===== config.mk =====
export PLATFORM = sky130hd
export DESIGN_NAME = blit_pixaddr
export DESIGN_NICKNAME = d
export VERILOG_FILES = /design/src/rtl/blit_pixaddr.sv
export SDC_FILE = /design/constraint.sdc
export NUM_CORES = 1
export LEC_CHECK = 0
export BUFFER_PORTS_ARGS = -buffer_cell sky130_fd_sc_hd__buf_2
export CAP_MARGIN = 10
export CELL_PAD_IN_SITES_DETAIL_PLACEMENT = 2
export CELL_PAD_IN_SITES_GLOBAL_PLACEMENT = 2
export CORE_UTILIZATION = 35
export DETAILED_ROUTE_END_ITERATION = 6
export PLACE_DENSITY = 0.75
export SYNTH_ARGS = -nofsm -noshare
export SYNTH_HDL_FRONTEND = slang
export SYNTH_SLANG_ARGS = --single-unit

===== constraint.sdc =====
create_clock -name sys_clk -period 8.5 [get_ports sys_clk]
set_input_delay 0 -clock sys_clk [delete_from_list [all_inputs] [get_ports sys_clk]]
set_output_delay 0 -clock sys_clk [all_outputs]
set_load 0.1 [all_outputs]

===== src/rtl/blit_pixaddr.sv =====
// blit_pixaddr: blitter pixel address generator behind the X/Y address adder.
// Maps an (x, y) window pointer to a phrase-relative byte address and bit offset.
module blit_pixaddr #(
  parameter int AW    = 24,
  parameter bit PIPE3 = 1'b1
) (
  input  logic          sys_clk,
  input  logic          reset,
  input  logic          in_valid,
  output logic          in_ready,
  input  logic [15:0]   pix_x,
  input  logic [15:0]   pix_y,
  input  logic [5:0]    width_code,
  input  logic [2:0]    pixsize,
  input  logic [AW-1:0] base_addr,
  output logic          out_valid,
  input  logic          out_ready,
  output logic [AW-1:0] addr,
  output logic [5:0]    bitoff,
  output logic          err
);

  localparam int BW = AW - 3;

  // Input decode and the shift-add y*(4+m) product
  logic [3:0]  in_e;
  logic [1:0]  in_m;
  logic [1:0]  m_eff;
  logic [2:0]  in_ps;
  logic [18:0] in_ym;

  always_comb begin
    in_e  = width_code[5:2];
    in_m  = width_code[1:0];
    in_ps = (pixsize >= 3'd6) ? 3'd5 : pixsize;
    // For e<2 the >>2 in W drops mantissa bits; masking them keeps (ym<<e)>>2 == y*W.
    if (in_e == 4'd0)      m_eff = 2'b00;
    else if (in_e == 4'd1) m_eff = {in_m[1], 1'b0};
    else                   m_eff = in_m;
    in_ym = 19'({pix_y, 2'b00})
          + (m_eff[0] ? 19'(pix_y)          : 19'd0)
          + (m_eff[1] ? 19'({pix_y, 1'b0})  : 19'd0);
  end

  // Stage 1
  logic          s1_v;
  logic [18:0]   s1_ym;
  logic [15:0]   s1_x;
  logic [3:0]    s1_e;
  logic [2:0]    s1_ps;
  logic [BW-1:0] s1_base;
  logic          s1_err;
  logic          adv1;
  logic          adv2;

  assign adv1     = !s1_v || adv2;
  assign in_ready = adv1;

  always_ff @(posedge sys_clk or posedge reset) begin
    // NOTE: data registers are reset too, so addr/bitoff/err read 0 while in reset.
    if (reset) begin
      s1_v    <= 1'b0;
      s1_ym   <= '0;
      s1_x    <= '0;
      s1_e    <= '0;
      s1_ps   <= '0;
      s1_base <= '0;
      s1_err  <= 1'b0;
    end else if (adv1) begin
      s1_v <= in_valid;
      if (in_valid) begin
        s1_ym   <= in_ym;
        s1_x    <= pix_x;
        s1_e    <= in_e;
        s1_ps   <= in_ps;
        s1_base <= base_addr[AW-1:3];
        s1_err  <= (pixsize >= 3'd6);
      end
    end
  end

  // Linear pixel index from stage-1 state
  logic [33:0] ym_sh;
  logic [31:0] p_comb;

  assign ym_sh  = 34'(s1_ym) << s1_e;
  assign p_comb = ym_sh[33:2] + 32'(s1_x);

  // Last stage: holds the bit address B and drives the outputs
  logic          lst_v;
  logic [31:0]   lst_b;
  logic [BW-1:0] lst_base;
  logic          lst_err;

  if (PIPE3) begin : g_pipe3
    logic          s2_v;
    logic [31:0]   s2_p;
    logic [2:0]    s2_ps;
    logic [BW-1:0] s2_base;
    logic          s2_err;
    logic          adv3;

    assign adv3 = !lst_v || out_ready;
    assign adv2 = !s2_v || adv3;

    always_ff @(posedge sys_clk or posedge reset) begin
      if (reset) begin
        s2_v    <= 1'b0;
        s2_p    <= '0;
        s2_ps   <= '0;
        s2_base <= '0;
        s2_err  <= 1'b0;
      end else if (adv2) begin
        s2_v <= s1_v;
        if (s1_v) begin
          s2_p    <= p_comb;
          s2_ps   <= s1_ps;
          s2_base <= s1_base;
          s2_err  <= s1_err;
        end
      end
    end

    always_ff @(posedge sys_clk or posedge reset) begin
      if (reset) begin
        lst_v    <= 1'b0;
        lst_b    <= '0;
        lst_base <= '0;
        lst_err  <= 1'b0;
      end else if (adv3) begin
        lst_v <= s2_v;
        if (s2_v) begin
          lst_b    <= s2_p << s2_ps;
          lst_base <= s2_base;
          lst_err  <= s2_err;
        end
      end
    end
  end else begin : g_pipe2
    assign adv2 = !lst_v || out_ready;

    always_ff @(posedge sys_clk or posedge reset) begin
      if (reset) begin
        lst_v    <= 1'b0;
        lst_b    <= '0;
        lst_base <= '0;
        lst_err  <= 1'b0;
      end else if (adv2) begin
        lst_v <= s1_v;
        if (s1_v) begin
          lst_b    <= p_comb << s1_ps;
          lst_base <= s1_base;
          lst_err  <= s1_err;
        end
      end
    end
  end

  // Byte address wraps modulo 2^AW; B[AW+2:3] is zero-extended when AW+3 > 32
  logic [AW+2:0] b_ext;

  assign b_ext     = (AW+3)'(lst_b);
  assign addr      = {lst_base, 3'b000} + b_ext[AW+2:3];
  assign bitoff    = lst_b[5:0];
  assign err       = lst_err;
  assign out_valid = lst_v;

  logic unused_bits;
  assign unused_bits = &{1'b0, base_addr[2:0], ym_sh[1:0]};

endmodule


---- Word-level counts from Yosys, hierarchy flattened ----
Cells that the tools add are included.
storage, ports and cells
  word-level logic and storage cells ...... 39
  register bits ........................... 173
  input bits .............................. 69
  output and inout port bits .............. 33
cells by class
  reductions and logical operators ........ 10
  equal/unequal tests ..................... 1
  add/subtract/negate cells ............... 4
  $lt $le $gt $ge ......................... 1
  shift-type cells ........................ 2
  muxes and demuxes ....................... 5
operators with widths
  operator              number
  $shl A19 B4 Y34       1
  $add A32 B16 Y32      1
  $shl A32 B3 Y27       1
  $add A24 B24 Y24      1
  $add A18 B16 Y19      1
  $add A19 B17 Y19      1
  $mux W17              1
  $mux W16              1
  $reduce_and A2 Y1     3
  $eq A4 B1 Y1 const B  1
  $logic_not A4 Y1      1
  $ge A3 B3 Y1 const B  1
  $logic_not A1 Y1      3
  $logic_or A1 B1 Y1    3
  $mux W3               1
  $mux W2               1
  $mux W1               1

---- Longest topological paths before layout ----
Gate-level depths: netlist of run 1.
  depth after elaboration ................. 6
  mapped depth ............................ 17
  depth with buffers taken out ............ 14

---- Worst setup path before layout of run 1 ----
Ideal clock, no wire load.
  path kind ............................... reg-to-reg
  start ................................... reg s1_e[1]
  end ..................................... reg g_pipe3.s2_p[26]
  path slack .............................. 4696 ps
  cell stages (with the launch flop) ...... 17
  path buffers ............................ 3
  period minus slack after synthesis ...... 3804 ps
  required time ........................... 8418 ps
  library setup time ...................... 82 ps
  arrival time ............................ 3722 ps
  cells stage by stage .................... dfrtp_1 buf_6 clkbuf_8 buf_2 mux2i_1 nor2_1 a31oi_1 nor3_1 ha_1 fa_1 a211oi_1 o21a_1 a211oi_1 o21ai_0 a2111oi_2 a21o_1 a31oi_1
on the way
  cells in the longest elaborated chain, start to end .. 2
ends and longest elaborated chain
  what                    RTL line  RTL
  start, declared         49        logic [3:0] s1_e;
  start signal, assigned  74        s1_e <= in_e;
  $shl A19 B4 Y34         86        assign ym_sh = 34'(s1_ym) << s1_e;
  $add A32 B16 Y32        87        assign p_comb = ym_sh[33:2] + 32'(s1_x);
  end signal, assigned    116       s2_p <= p_comb;
  end, declared           97        logic [31:0] s2_p;
No other way between the ends.
A chain may end at the register's enable or synchronous reset.

---- Worst setup path after layout of run 1 ----
  start ................................... reg s1_e[0]
  end ..................................... reg g_pipe3.s2_p[23]
Same word-level chain as after synthesis.

==> results of run 1 <==
## worst max-delay path: stages, from the launching register on
cell	delay, ns
dfrtp_1	1.05
o21ai_0	0.41
nor3_1	0.62
ha_1	0.37
a211oi_1	0.38
o21ai_0	0.24
nand3b_1	0.17
a21oi_1	0.13
o311ai_2	0.69
nor4_1	0.15
o31ai_1	0.25
## cells by family (layout without fill, tap and decap cells)
| family | count (synthesis) | after routing | share of synthesized area, % |
|---|---|---|---|
| simple gates | 339 | 339 | 13.8 |
| compound gates | 249 | 249 | 14.2 |
| mux | 176 | 176 | 18.6 |
| flops | 168 | 168 | 37.0 |
| buf+inv | 102 | 230 | 3.96 |
| fa+ha+maj | 71 | 71 | 8.93 |
| xor+xnor | 46 | 46 | 3.54 |
## state kept, by name, summed over array words and instances (netlist names)
name	count
g_pipe3.s2_p	27
lst_b	27
g_pipe3.s2_base	21
lst_base	21
s1_base	21
s1_ym	19
s1_x	16
s1_e	4
g_pipe3.s2_ps	3
s1_ps	3
err	1
g_pipe3.s2_err	1
g_pipe3.s2_v	1
out_valid	1
s1_err	1
s1_v	1
## area by class of cell
type | instances | area (sq um) | area share (%)
Multi-Input combinational cell | 881 | 6740 | 50.6
Sequential cell | 168 | 4200 | 31.6
Timing Repair Buffer | 158 | 1060 | 7.99
Tap cell | 435 | 544 | 4.09
Clock buffer | 19 | 443 | 3.33
Clock inverter | 13 | 163 | 1.22
Inverter | 40 | 155 | 1.17
## worst paths after layout
kind | startpoint | to | slack, ns | cells past startpoint
max in group asynchronous | reset | g_pipe3.s2_p[9]$_DFFE_PP0P_ | 6.66 | 4
hold reg to reg | s1_base[9]$_DFFE_PP0P_ | g_pipe3.s2_base[9]$_DFFE_PP0P_ | 0.48 | 2
hold / removal | pix_y[15] | s1_ym[18]$_DFFE_PP0P_ | 0.07 | 4
min in group asynchronous | reset | s1_x[1]$_DFFE_PP0P_ | 0.29 | 3
setup reg to reg | s1_e[0]$_DFFE_PP0P_ | g_pipe3.s2_p[23]$_DFFE_PP0P_ | 3.93 | 10
setup / recovery | s1_e[0]$_DFFE_PP0P_ | g_pipe3.s2_p[23]$_DFFE_PP0P_ | 3.93 | 10
## power breakdown
group	internal, mW	leakage [nW]	switching [mW]	total (mW)
Combinational	0.896	3.69	2.31	3.20
Clock	0.450	0.291	0.364	0.814
Sequential	1.04	2.05	0.202	1.24
## layout by cell type, fill, tap and decap left out, types with 6 or more instances in the layout
cell type / Yosys / final
a211oi_1: 14 / 14
a21o_1: 9 / 9
a21oi_1: 55 / 55
a31oi_1: 11 / 11
and2_1: 28 / 28
and3_1: 6 / 6
buf_2: 4 / 98
buf_4: 10 / 11
clkbuf_16: 0 / 17
dfrtp_1: 168 / 168
dlygate4sd3_1: 0 / 49
fa_1: 17 / 17
ha_1: 54 / 54
inv_1: 38 / 37
mux2_2: 77 / 77
mux2i_1: 81 / 81
mux4_1: 10 / 10
mux4_2: 8 / 8
nand2_1: 189 / 186
nand2b_1: 10 / 10
nand3_1: 15 / 15
nand3b_1: 7 / 7
nor2_1: 36 / 36
nor2b_1: 7 / 7
nor3_1: 17 / 17
o21a_1: 9 / 9
o21ai_0: 88 / 88
o21bai_1: 7 / 7
o31ai_1: 9 / 9
xnor2_1: 29 / 29
xor2_1: 17 / 17
## metal layers
metal,track usage (%),share of wire (%),wire length (um)
met5,0,0,0
met4,5.11,1.3,410
met3,2.79,2.1,652
met2,36.1,52,16200
met1,24.6,45,14100
==> summary.md, run 1 <==
| Metric | Value |
|---|---|
| #FFs+latches synth | `approximately 170` |
| First-pass GRT wire length | `52.6 mm` |
| CP startpoint kind | `flip-flop` |
| TritonCTS clock tree | `built` |
| Clock Tree Buf Depth | `2` |
| Synth Flop Type | `dfrtp_1` |
| Synth area leader | `dfrtp_1` |
| Layout cells sized above 1 | `19.6%` |
| Nets | `between 1,000 and 1,500` |
| Root buf cell | `clkbuf_16` |
| Final Critical Period | `4.57 ns` |
| Vias | `~9,000` |
| Post-synth top area share | `37.0%` |
| Starting Density | `35.8%` |
| Worst endpoint required time | `8.85 ns` |
| Die Area | `33,200 sq um` |
| Final Power | `5.26 mW` |
| Post-synth top cells | `nand2_1, dfrtp_1, o21ai_0` |
| DP Wirelength | `22.2 mm` |
| Slew @ Worst Pin | `1.07 ns` |
| DP Area | `12,200 sq um` |
| Syn_nets | `1,291` |
| GRT Util Overall | `19.9%` |
| Initial antenna violation count | `0` |
| Hold Path Class | `in2reg` |
| Synth top area cells | `dfrtp_1, mux2_2, mux2i_1` |
| Largest net degree at the start of global routing | `just under 100` |
| Final Skew | `0.0116 ns` |
| Max-slew violation count | `0` |
| Post-synth EDFFs | `0` |
| DIE HEIGHT | `182 um` |
| Worst Hold Slack | `0.0701 ns` |
| Routability-driven placement congestion ratio | `between 0.8 and 0.9` |
| Worst-path fanout max | `27` |
| Die Wd | `182 um` |
| Setup bufs post-CTS | `0` |
| # clock sinks | `between 150 and 200` |
| Vias in the first global route | `10,000` |
| Async S/R FF share, synth | `100%` |
| Clk_lat worst skew | `0.45 ns` |
| Number of diodes | `0` |
| Worst slack at placement | `4.07 ns` |
| Slew HR | `~28%` |
| FILL cells | `3,429` |
| Post-cts hold buffer count | `49` |
| Resized Gates After CTS | `0` |
| P&R area growth vs syn | `17.0%` |
| Number of library cell types mapped by synthesis | `68` |
| Yosys warning count | `0` |
| Final period util | `53.8%` |
| PortBufs | `98` |
| RSZ-0062 raised after global routing | `no` |
| Fmax achieved | `219 MHz` |
| Post-synthesis average cell area | `just under 10 sq um` |
| CP endpoint kind | `flip-flop` |
| Clock slew at reported path FFs | `roughly 0.070 ns` |
| Finished Core Util | `between 40% and 50%` |
| Status | `finished, final reports clean` |
| Most common cell in the netlist | `nand2_1` |
| Crit Path Class | `reg2reg` |
| Mapped Area | `11,400 sq um` |
| Cts bufs inserted | `17` |
| Htree depth | `4` |
| Worst Path Arrival | `4.92 ns` |
| Final std cells w/o fill | `1,714` |
| Final ANT Viol Nets | `0` |
| Final setup viols | `0` |
| Sequential share of the synthesized area | `37.0%` |
| WL final | `31.4 mm` |
| Cells after DPL | `between 1,500 and 2,000` |
| Leakage | `6.03 nW` |
| Number of vias per cell | `5.26` |
| # DRC | `0` |
| MaxCap Viol Count | `0` |
| Setup_tns | `0 ns` |
| Rows | `65` |
| Cell area power density | `395 nW/um^2` |
| Initial drt markers | `256` |
| Hold Violations, Final | `0` |
| Post-route cell area | `between 10,000 and 15,000 sq um` |
| I/O pin cnt | `just over 100` |
| Worst IR Drop VDD | `0.357 mV` |
| 1st-pass router iterations | `4` |
| Final WS setup | `around 4 ns` |
| Syn Inst Count | `1,151` |
| Routed len/inst | `between 15 and 20 um` |
| Core area | `31,800 sq um` |
| GRT Residual Overflow | `0` |
No activity file was read; power rests on OpenSTA's default activity.
==> inputs of run 2 (changes only) <==
ABC_AREA = 1   (was unset)
PLACE_DENSITY = 0.82   (was 0.75)
clock period = 4.5 ns   (was 8.5 ns; I/O delays follow)
==> run 2 against run 1 <==
Final area down 2.5%. Wire length up 25%. Power up 93%. Utilization about the same. Flip-flop and latch count unchanged. Largest cell class unchanged.
==> summary.md, run 2 <==
| Metric | Value |
|---|---|
| Final Critical Period | `roughly 3.8 ns` |
| Worst Path Arrival | `4.07 ns` |
| Hold EP | `s1_ym[18]$_DFFE_PP0P_` |
| Yosys warning count | `0` |
| Most common cell in the netlist | `nand2_1` |
| First-pass GRT wire length | `64.4 mm` |
| Root buf cell | `clkbuf_16` |
| Setup_tns | `0 ns` |
| Synth Flop Type | `dfrtp_1` |
| CP startpoint kind | `flip-flop` |
| Worst IR Drop VDD | `a little under 0.7 mV` |
| Htree depth | `4` |
| Routability-driven placement congestion ratio | `0.822` |
| Rows | `64` |
| Hold path depth | `4` |
| Vias | `10,700` |
| Initial drt markers | `533` |
| DP Area | `11,900 sq um` |
| Slew HR | `34.8%` |
| Nets | `approximately 1,800` |
| Worst-path fanout max | `14` |
| DIE HEIGHT | `approximately 180 um` |
| Cts bufs inserted | `17` |
| Crit Path Class | `reg2reg` |
| # DRC | `0` |
| Reg2Reg Depth | `18` |
| RSZ-0062 raised after global routing | `no` |
| Clk_lat worst skew | `0.45 ns` |
| Reg-to-Reg End | `g_pipe3.s2_p[24]$_DFFE_PP0P_` |
| Initial antenna violation count | `0` |
| Number of diodes | `0` |
| Number of vias per cell | `roughly 5.3` |
| Status | `finished, final reports clean` |
| Post-synth top cells | `nand2_1, dfrtp_1, o21ai_0` |
| Post-synth EDFFs | `0` |
| Die Wd | `between 150 and 200 um` |
| CP endpoint kind | `flip-flop` |
| Hold Path Class | `in2reg` |
| Final Power | `10.2 mW` |
| Layout cells sized above 1 | `11.5%` |
| Worst r2r src | `s1_e[0]$_DFFE_PP0P_` |
| Worst hold path startpoint | `pix_y[15]` |
| Post-synth top area share | `37.7%` |
| MaxCap Viol Count | `0` |
| Slew @ Worst Pin | `0.978 ns` |
| I/O pin cnt | `102` |
| Syn Inst Count | `around 1,500` |
| Cell area power density | `783 nW/um^2` |
| Most common cell after layout, fill and taps aside | `nand2_1` |
| CP startpoint | `s1_e[0]$_DFFE_PP0P_` |
| Final ANT Viol Nets | `0` |
| Vias in the first global route | `about 12,000` |
| Leakage | `approximately 6.6 nW` |
| Mapped Area | `11,100 sq um` |
| TritonCTS clock tree | `built` |
| Synth area leader | `dfrtp_1` |
| Syn_nets | `1,647` |
| Final period util | `83.6%` |
| P&R area growth vs syn | `16.4%` |
| Hold Violations, Final | `0` |
| 1st-pass router iterations | `4` |
| Fmax achieved | `266 MHz` |
| Resized Gates After CTS | `0` |
| Clock slew at reported path FFs | `0.08 ns` |
| Final Skew | `approximately 0.016 ns` |
| #FFs+latches synth | `between 150 and 200` |
| Reg2reg setup slack | `about 0.74 ns` |
| Post-route cell area | `between 10,000 and 15,000 sq um` |
| Clock Tree Buf Depth | `2` |
| GRT Util Overall | `24.8%` |
| Sequential share of the synthesized area | `37.7%` |
| Worst endpoint required time | `4.81 ns` |
| Number of library cell types mapped by synthesis | `52` |
| Largest registers | `g_pipe3.s2_p: 27 flops, lst_b: 27 flops` |
| Die Area | `32,600 sq um` |
| Post-synthesis average cell area | `between 7 and 8 sq um` |
| Max-slew violation count | `0` |
| Most frequent cells in the layout | `nand2_1, dfrtp_1, o21ai_0` |
| WL final | `39.3 mm` |
| Final setup viols | `0` |
| DP Wirelength | `28.0 mm` |
| Largest net degree at the start of global routing | `169` |
| Async S/R FF share, synth | `100%` |
| GRT Residual Overflow | `0` |
| # clock sinks | `168` |
| Core area | `roughly 31,000 sq um` |
| Starting Density | `36.0%` |
| PortBufs | `about 100` |
| Routed len/inst | `19.4 um` |
| Synth top area cells | `dfrtp_1, nand2_1, ha_1` |
## run 2: cell types whose count changed after synthesis, moves of 27 or more
cell	delta
and2_1	-27
nand2_1	+316
inv_1	+86
mux2i_1	-75
mux2_2	-77
nand3_1	+87
o21ai_0	+47
nor2_1	+53
## run 2: area by class of cell
class / instances / area (sq um)
Fill cell: 3613 / 18000
Multi-Input combinational cell: 1136 / 6100
Sequential cell: 168 / 4200
Timing Repair Buffer: 160 / 1090
Inverter: 130 / 497
Tap cell: 396 / 495
Clock buffer: 18 / 429
Clock inverter: 14 / 158
## run 2: worst max-delay path: stages, from the launching register on
cell     delay, ns
dfrtp_1       0.66
o21ai_0       0.34
mux2i_1       0.30
nor2_1        0.07
a31oi_1       0.21
o21ai_0       0.13
ha_1          0.39
a21oi_1       0.25
nor2_1        0.09
nor3b_1       0.25
nand2_1       0.08
a21oi_1       0.29
inv_1         0.10
nand2_1       0.11
inv_2         0.05
nand2_1       0.06
nand2_1       0.06
nand3_1       0.07
nand2_1       0.11
## run 2: where the power goes
part / internal (mW) / switching (mW) / total, mW
Sequential: 2.02 / 0.474 / 2.49
Combinational: 1.42 / 4.73 / 6.15
Clock: 0.790 / 0.725 / 1.52
## run 2: cells by family after synthesis
group,after synthesis,share of synthesized area (%)
buffers and inverters,203,7.60
multiplexers,6,0.539
AO/OA/AOI/OAI,271,13.9
XOR/XNOR,38,2.99
adder cells (fa/ha/maj),71,9.12
AND/OR/NAND/NOR,750,28.2
flip-flops,168,37.7
## run 2: worst max-delay path by stage
stage                                   endpoint  slack (ns)
CTS                 g_pipe3.s2_p[24]$_DFFE_PP0P_        0.78
floorplan                               addr[17]        1.20
finish              g_pipe3.s2_p[24]$_DFFE_PP0P_        0.74
global placement    g_pipe3.s2_p[24]$_DFFE_PP0P_        1.04
global route        g_pipe3.s2_p[24]$_DFFE_PP0P_        0.40
detailed placement  g_pipe3.s2_p[24]$_DFFE_PP0P_        0.91
## run 2: per-layer routing
metal  part of all wire (%)  global-route usage, %  vias up  routed length, um
met1                     44                   30.7     5366              17300
met4                    2.6                   8.21        0               1030
met5                      0                      0        -                  0
li1                       -                      -     5124                  -
met3                    1.8                   2.81       50                726
met2                     52                   44.7      147              20300
## run 2: through the flow
step	util [%]	hold slack (ns)	cells	setup slack [ns]
final	41.9	0.0528	2022	0.737
after global routing	41.9	0.124	2022	0.398
after CTS	41.9	0.0552	2022	0.778
after detailed placement	38.4	0.206	1941	0.910
after global placement	38.4	0.194	1941	1.04
after floorplan	-	0.110	1507	1.20
## run 2: timing repair
| item | 4_1_cts | 5_1_grt |
|---|---|---|
| hold endpoints to repair | 215 | 0 |
| endpoints found under the setup margin | 0 | 0 |
| setup buffers | 0 | 0 |
| hold buffers | 49 | 0 |
